$ cat src/rtl/vrf_port_sched_pkg.sv
// Shared types and default sizes for the vector register file port scheduler.
// Package name is kept as cellrv32_package because other blocks already import it.
package cellrv32_package;

  localparam int DEF_NWB          = 2;
  localparam int DEF_ELEMENTS     = 4;
  localparam int DEF_DATA_WIDTH   = 32;
  localparam int DEF_VREGS        = 32;
  localparam int DEF_STARVE_LIMIT = 4;

  localparam int VREG_AW = $clog2(DEF_VREGS);

  typedef enum logic [1:0] {
    IDLE   = 2'd0,
    RMW_RD = 2'd1,
    RMW_WR = 2'd2
  } sched_state_t;

  typedef logic [DEF_ELEMENTS-1:0][DEF_DATA_WIDTH-1:0] vreg_row_t;

endpackage

$ cat src/rtl/vrf_port_sched_arb.sv
// Round-robin arbiter: one-hot grant starting the search at the pointer,
// pointer moves to winner+1 when the grant is actually taken (advance_i).
module rr_arbiter #(
  parameter int N = 2
) (
  input  logic         clk_i,
  input  logic         rstn_i,
  input  logic [N-1:0] req_i,
  input  logic         advance_i,
  output logic [N-1:0] gnt_o
);

  localparam int PW = (N > 1) ? $clog2(N) : 1;

  logic [PW-1:0] ptr;
  logic [PW-1:0] win;
  logic [PW-1:0] idx;
  logic          found;

  always_comb begin
    gnt_o = '0;
    win   = '0;
    idx   = '0;
    found = 1'b0;
    for (int i = 0; i < N; i++) begin
      idx = PW'((int'(ptr) + i) % N);
      if (!found && req_i[idx]) begin
        found      = 1'b1;
        gnt_o[idx] = 1'b1;
        win        = idx;
      end
    end
  end

  always_ff @(posedge clk_i) begin
    if (!rstn_i) begin
      ptr <= '0;
    end else if (advance_i && found) begin
      ptr <= (win == PW'(N-1)) ? '0 : win + 1'b1;
    end
  end

endmodule

$ cat src/rtl/vrf_port_sched.sv
// Schedules VRF port A / read port 2 between writeback requesters and operand fetch,
// turning masked writebacks into read-modify-write. Optional: VRF_SCHED_STARVE_GUARD_EN.
module vrf_port_sched
  import cellrv32_package::*;
#(
  parameter int NWB          = DEF_NWB,
  parameter int ELEMENTS     = DEF_ELEMENTS,
  parameter int DATA_WIDTH   = DEF_DATA_WIDTH,
  parameter int VREGS        = DEF_VREGS,
  parameter int STARVE_LIMIT = DEF_STARVE_LIMIT
) (
  input  logic                                          clk_i,
  input  logic                                          rstn_i,
  input  logic [NWB-1:0]                                wb_req_i,
  input  logic [NWB-1:0][$clog2(VREGS)-1:0]             wb_addr_i,
  input  logic [NWB-1:0][ELEMENTS-1:0]                  wb_mask_i,
  input  logic [NWB-1:0][ELEMENTS*DATA_WIDTH-1:0]       wb_data_i,
  output logic [NWB-1:0]                                wb_gnt_o,
  input  logic                                          rd_req_i,
  input  logic [$clog2(VREGS)-1:0]                      rd_addr1_i,
  input  logic [$clog2(VREGS)-1:0]                      rd_addr2_i,
  output logic                                          rd_gnt_o,
  output logic                                          rd_valid_o,
  output logic [ELEMENTS*DATA_WIDTH-1:0]                rd_data1_o,
  output logic [ELEMENTS*DATA_WIDTH-1:0]                rd_data2_o,
  output logic                                          busy_o,
  output logic [$clog2(VREGS)-1:0]                      vrf_rd_addr_1_o,
  output logic [$clog2(VREGS)-1:0]                      vrf_rd_addr_2_o,
  output logic [ELEMENTS-1:0]                           vrf_wr_en_o,
  output logic [$clog2(VREGS)-1:0]                      vrf_wr_addr_o,
  output logic [ELEMENTS*DATA_WIDTH-1:0]                vrf_wr_data_o,
  input  logic [ELEMENTS*DATA_WIDTH-1:0]                vrf_data_out_1_i,
  input  logic [ELEMENTS*DATA_WIDTH-1:0]                vrf_data_out_2_i
);

  localparam int AW = $clog2(VREGS);
  localparam int RW = ELEMENTS * DATA_WIDTH;

  sched_state_t         state;
  logic [AW-1:0]        lat_addr;
  logic [ELEMENTS-1:0]  lat_mask;
  logic [RW-1:0]        lat_data;
  logic [AW-1:0]        rd_addr1_q, rd_addr2_q, wr_addr_q;
  logic [RW-1:0]        wr_data_q;
  logic                 rd_valid_q;

  logic                 idle, any_wb, starve_hit, write_win, read_win;
  logic                 full_wr, part_wr;
  logic [NWB-1:0]       arb_gnt;
  logic [AW-1:0]        sel_addr;
  logic [ELEMENTS-1:0]  sel_mask;
  logic [RW-1:0]        sel_data, merged;

  assign idle   = rstn_i && (state == IDLE);
  assign any_wb = |wb_req_i;

`ifdef VRF_SCHED_STARVE_GUARD_EN
  localparam int CW = $clog2(STARVE_LIMIT + 1);
  logic [CW-1:0] starve_cnt;

  assign starve_hit = rd_req_i && (starve_cnt == CW'(STARVE_LIMIT));

  // Counts IDLE cycles where a pending read lost to a write; saturates at the limit.
  always_ff @(posedge clk_i) begin
    if (!rstn_i) begin
      starve_cnt <= '0;
    end else if (read_win) begin
      starve_cnt <= '0;
    end else if (idle && rd_req_i && (starve_cnt != CW'(STARVE_LIMIT))) begin
      starve_cnt <= starve_cnt + 1'b1;
    end
  end
`else
  assign starve_hit = 1'b0;
`endif

  assign write_win = idle && any_wb && !starve_hit;
  assign read_win  = idle && rd_req_i && (!any_wb || starve_hit);

  rr_arbiter #(.N(NWB)) u_arb (
    .clk_i     (clk_i),
    .rstn_i    (rstn_i),
    .req_i     (wb_req_i),
    .advance_i (write_win),
    .gnt_o     (arb_gnt)
  );

  always_comb begin
    sel_addr = '0;
    sel_mask = '0;
    sel_data = '0;
    for (int i = 0; i < NWB; i++) begin
      if (arb_gnt[i]) begin
        sel_addr = wb_addr_i[i];
        sel_mask = wb_mask_i[i];
        sel_data = wb_data_i[i];
      end
    end
  end

  assign full_wr = write_win && (&sel_mask);
  assign part_wr = write_win && (|sel_mask) && !(&sel_mask);

  always_comb begin
    merged = vrf_data_out_1_i;
    for (int e = 0; e < ELEMENTS; e++) begin
      if (lat_mask[e]) merged[e*DATA_WIDTH +: DATA_WIDTH] = lat_data[e*DATA_WIDTH +: DATA_WIDTH];
    end
  end

  assign wb_gnt_o   = write_win ? arb_gnt : '0;
  assign rd_gnt_o   = read_win;
  assign busy_o     = rstn_i && (state != IDLE);
  assign rd_valid_o = rstn_i && rd_valid_q;
  assign rd_data1_o = rd_valid_o ? vrf_data_out_1_i : '0;
  assign rd_data2_o = rd_valid_o ? vrf_data_out_2_i : '0;

  // Register-file side: drive only what the current cycle uses, otherwise hold the last value.
  always_comb begin
    vrf_wr_en_o     = '0;
    vrf_wr_addr_o   = wr_addr_q;
    vrf_wr_data_o   = wr_data_q;
    vrf_rd_addr_1_o = rd_addr1_q;
    vrf_rd_addr_2_o = rd_addr2_q;
    if (!rstn_i) begin
      vrf_wr_addr_o   = '0;
      vrf_wr_data_o   = '0;
      vrf_rd_addr_1_o = '0;
      vrf_rd_addr_2_o = '0;
    end else if (full_wr) begin
      vrf_wr_en_o   = '1;
      vrf_wr_addr_o = sel_addr;
      vrf_wr_data_o = sel_data;
    end else if (read_win) begin
      vrf_rd_addr_1_o = rd_addr1_i;
      vrf_rd_addr_2_o = rd_addr2_i;
    end else if (state == RMW_RD) begin
      vrf_rd_addr_1_o = lat_addr;
    end else if (state == RMW_WR) begin
      vrf_wr_en_o   = '1;
      vrf_wr_addr_o = lat_addr;
      vrf_wr_data_o = merged;
    end
  end

  always_ff @(posedge clk_i) begin
    if (!rstn_i) begin
      state      <= IDLE;
      lat_addr   <= '0;
      lat_mask   <= '0;
      lat_data   <= '0;
      rd_addr1_q <= '0;
      rd_addr2_q <= '0;
      wr_addr_q  <= '0;
      wr_data_q  <= '0;
      rd_valid_q <= 1'b0;
    end else begin
      rd_valid_q <= read_win;
      rd_addr1_q <= vrf_rd_addr_1_o;
      rd_addr2_q <= vrf_rd_addr_2_o;
      wr_addr_q  <= vrf_wr_addr_o;
      wr_data_q  <= vrf_wr_data_o;
      case (state)
        IDLE: begin
          if (part_wr) begin
            lat_addr <= sel_addr;
            lat_mask <= sel_mask;
            lat_data <= sel_data;
            state    <= RMW_RD;
          end
        end
        RMW_RD:  state <= RMW_WR;
        RMW_WR:  state <= IDLE;
        default: state <= IDLE;
      endcase
    end
  end

endmodule

$ cat config.mk
export PLATFORM = sky130hd
export DESIGN_NAME = vrf_port_sched
export DESIGN_NICKNAME = d
export VERILOG_FILES = /design/src/rtl/vrf_port_sched_pkg.sv /design/src/rtl/vrf_port_sched_arb.sv /design/src/rtl/vrf_port_sched.sv
export SDC_FILE = /design/constraint.sdc
export NUM_CORES = 1
export LEC_CHECK = 0
export CAP_MARGIN = 5
export CORE_AREA = 2 2 367 369
export DETAILED_ROUTE_END_ITERATION = 6
export DIE_AREA = 0 0 369 371
export HOLD_SLACK_MARGIN = 0.06
export PLACE_DENSITY = 0.42
export SYNTH_ARGS = -nofsm -noshare
export SYNTH_HDL_FRONTEND = slang
export SYNTH_SLANG_ARGS = --single-unit
$ cat constraint.sdc
create_clock -name clk_i -period 4.6 [get_ports clk_i]
set_input_delay 0.69 -clock clk_i [delete_from_list [all_inputs] [get_ports clk_i]]
set_output_delay 0.69 -clock clk_i [all_outputs]
set_load 0.02 [all_outputs]
==> results of run 1 <==
## final timing paths
check,start,end,slack (ps),cells after the start
setup / recovery,wb_req_i[0],vrf_wr_data_o[20],210,9
hold / removal,rd_addr1_q[4],rd_addr1_q[4],450,2
setup reg to reg,flip-flop,lat_data[93],1710,7
hold reg to reg,rd_addr1_q[4],rd_addr1_q[4],450,2
## routing by layer
metal  vias to the layer above  GRT usage [%]  wire length, um
met5                         -              0               76
met4                        14           4.08             2710
met3                       144           4.16             8270
met2                       788           26.0            53400
met1                      9795           20.8            50700
li1                       9242              -                -
## state kept, by name (all words and copies together), names as in the netlist, named ones only
signal and cells:
rd_valid_q 1, wr_data_q 128, rd_addr1_q 5, lat_addr 5
lat_data 128, rd_addr2_q 5, lat_mask 4, wr_addr_q 5
state 2
## final cells by class
cell class	count	area, um2	share of cell area (%)
Sequential cell	284	5690	18.7
Timing Repair Buffer	1051	10600	34.9
Tap cell	1768	2210	7.26
Clock buffer	61	1200	3.94
Antenna cell	14	35.0	0.115
Inverter	131	492	1.61
Multi-Input combinational cell	1262	10100	33.1
Clock inverter	8	101	0.333
## placed cells by master (no fill, tap or decap), types with 73 or more instances in the layout
master	instances
sky130_fd_sc_hd__nand2_1	140
sky130_fd_sc_hd__o221a_2	73
sky130_fd_sc_hd__and3_1	257
sky130_fd_sc_hd__mux2_2	128
sky130_fd_sc_hd__a221oi_2	79
sky130_fd_sc_hd__inv_1	131
sky130_fd_sc_hd__a22oi_1	128
sky130_fd_sc_hd__dfxtp_1	279
sky130_fd_sc_hd__buf_4	89
sky130_fd_sc_hd__clkdlybuf4s50_1	920
sky130_fd_sc_hd__o21ai_0	128
sky130_fd_sc_hd__a221oi_1	177
## cells by family (layout without fill, tap and decap cells)
family                 Yosys count  in the layout  synth area share, %
and+or+nand+nor                435            435                 13.3
AOI/OAI and AO/OA              694            694                 35.7
muxes                          133            133                 8.54
other                            0             14                    0
DFF                            284            284                 32.6
buffers and inverters          387           1251                 9.93
## stage by stage
stage / hold WS [ps] / total power [mW] / setup slack [ps] / area, um2
finish: 451 / 8.46 / 205 / 30500
global route: 435 / 8.92 / 52.6 / 30500
CTS: 415 / 8.65 / 39.6 / 30400
detailed placement: 444 / 5.34 / 66.9 / 29100
global placement: 438 / 5.35 / 73.0 / 29100
floorplan: 427 / 4.08 / 1230 / 17500
## power groups by stage
stage / sequential [mW] / combinational [mW] / clock [mW]
floorplan: 2.81 / 1.28 / 0
global placement: 2.88 / 2.47 / 0
detailed placement: 2.88 / 2.47 / 0
CTS: 2.83 / 2.47 / 3.35
global route: 2.85 / 2.63 / 3.44
finish: 2.82 / 2.44 / 3.20
## worst max-delay path, delay by kind of cell
kind,cells,cell delay [ps]
buf+inv,4,1630
simple gates,1,330
compound gates,4,1000
## repair_timing
item	in CTS	in global routing
gates resized for setup	0	10
endpoints found under the hold margin	0	0
hold buffers	0	0
buffers inserted	0	3
setup endpoints to repair	0	22
==> flow_results.org, run 1 <==
** Status
- Status :: finished, final reports clean

** Cells and area
- Final core occ :: 22.9%
- From synthesis to final layout, the design area changed by 74.5%.
- The layout has 14542 filler cells.
- In the final layout, the share of cells above drive strength 1 is 17.0%.
- In the final design database the tool counted 3315 nets.
- Number of cells in the finished layout apart from fillers :: 4579

** Detailed routing
- Router iterations before antenna repair :: 5
- DR iter-0 viols :: 1148
- # DRC :: 0
- Mean number of vias per cell :: 4.36
- Summed over all layers, the routed wires come to 115000 um.
- WL per Instance :: 25.1 um
- Antenna-violating nets left :: 0
- Total via count after detailed routing :: 19983

** Synthesis
- Number of enable flip-flop cells after synthesis :: 0
- After synthesis, the share of flip-flops with an asynchronous set or reset is 0%.
- Main area contributors after synthesis :: sky130_fd_sc_hd__dfxtp_1, sky130_fd_sc_hd__and3_1, sky130_fd_sc_hd__a221oi_1
- The synthesized design contains 284 register bits.
- In this run the cell area of the synthesized design comes to 17500 um2.
- Summed over its instances, the top area cell type makes up 32.6% of the synthesized netlist area.
- Yosys instantiated no cell more often than sky130_fd_sc_hd__dfxtp_1.
- In the synthesized netlist the dominant register cell turns out to be sky130_fd_sc_hd__dfxtp_1.
- The commonest cells after synthesis are sky130_fd_sc_hd__dfxtp_1, sky130_fd_sc_hd__and3_1, sky130_fd_sc_hd__a221oi_1.
- Cell type with the largest total area after synthesis :: sky130_fd_sc_hd__dfxtp_1
- Sequential elements use 32.6% of the synthesized area.
- After technology mapping, the gate count stands at 1933.
- Yosys printed 0 warnings.
- Distinct cells, synth :: 38
- In this run the mean area of a mapped cell was 9.03 um2.
- Total nets after synthesis :: 2478

** Timing
- Setup TNS Final :: 0 ps
- # setup viols final :: 0
- For the pin with the worst max-slew slack, the measured transition is 948 ps.
- Setup repair after global routing left no endpoint under its margin.
- Minimum clock period :: 4390 ps
- Tightest slew margin relative to the limit :: 36.8%
- Post-route clock period utilization :: 95.5%
- For this run, the top clock speed supported by timing is 228 MHz.
- The count of endpoints failing hold in the final timing report came to 0.
- The max-slew violation total from the final report was 0.
- Fin Clk Skew :: 36.1 ps

** Floorplan
- Once the floorplan was initialized, standard cells occupied 13.1% of the core.
- IO Count :: 953
- The floorplan has 134 rows.
- The floorplan step set the die width to 369 um.
- From bottom edge to top edge, the die measures 371 um.
- The die covers 137000 um2.
- Area of the core region :: 133000 um2

** Setup path
- Maximum fanout along the worst path :: 36
- Worst Setup End Kind :: output pin
- Highest cell delay on the worst timing path :: 670 ps
- Crit path kind :: in2out
- STA classifies the critical path startpoint as a primary input.
- Slowest cell on the critical path :: sky130_fd_sc_hd__clkdlybuf4s50_1
- Required @ worst endpoint :: 3910 ps
- STA puts the critical path data arrival time at 3700 ps.
- Critical Path, Cell by Cell :: clkdlybuf4s50_1 > a21boi_4 > a32o_2 > and4_1 > a21boi_4 > buf_12 > buf_4 > a221oi_1 > clkdlybuf4s50_1

** Power and ir drop
- LEAKAGE :: 11.8 nW
- Proportion of power drawn by flip-flops and latches :: 33.4%
- Internal power :: 5.81 mW
- Across the VDD grid, the largest voltage drop is 0.000230 V.
- Ratio of total power to cell area :: 278 nW/um2
- Summed over all nets, the switching power comes to 2.65 mW.
- Per report_power, the combinational group accounts for 28.8% of the total.
- Clk network pwr share :: 37.8%
- In this run switching power makes up 31.4% of total power.

** Clock tree
- Clk Latency, worst-skew pair :: 600 ps
- The clock drives 284 sinks.
- Clock-pin slew was measured on the worst setup and hold paths at 50 ps.
- CTS built an H-tree with a depth of 2.
- In this run, CTS created clock tree buffers numbering 40.
- Buffer type at the clock tree root :: sky130_fd_sc_hd__clkbuf_16
- Clock buffer depth :: 3
- Clock tree from TritonCTS :: yes

** Global routing
- First-pass GRT wire length :: 158000 um
- Vias in the first global route :: 19462
- In the global route stage, overall resource usage came out at 16.0%.
- Antenna violations before repair :: 47
- Entering global routing, the biggest net connects 186 pins.
- After global routing the overflow that remains totals 0.

** Placement
- Buffers placed on the I/O ports in this run total 952.
- Routability-driven placement finished with a final weighted congestion of 0.892.
- Hpwl dp :: 89000 um
- In this run, placement finished with an instance count of 4493.

** Run
- Total of max-cap violations :: 0

** Hold path
- In this run the worst hold path is classified as reg2reg.
Power figures use the tool's default switching activity.
==> inputs of run 2 (changes only) <==
--- a/config.mk
+++ b/config.mk
@@ -11,6 +11,7 @@
 export DIE_AREA = 0 0 369 371
 export HOLD_SLACK_MARGIN = 0.06
 export PLACE_DENSITY = 0.42
+export SLEW_MARGIN = 20
 export SYNTH_ARGS = -nofsm -noshare
 export SYNTH_HDL_FRONTEND = slang
 export SYNTH_SLANG_ARGS = --single-unit
==> results of run 2 <==
Same layout as run 1: the final DEF is identical, and so are final timing and power.
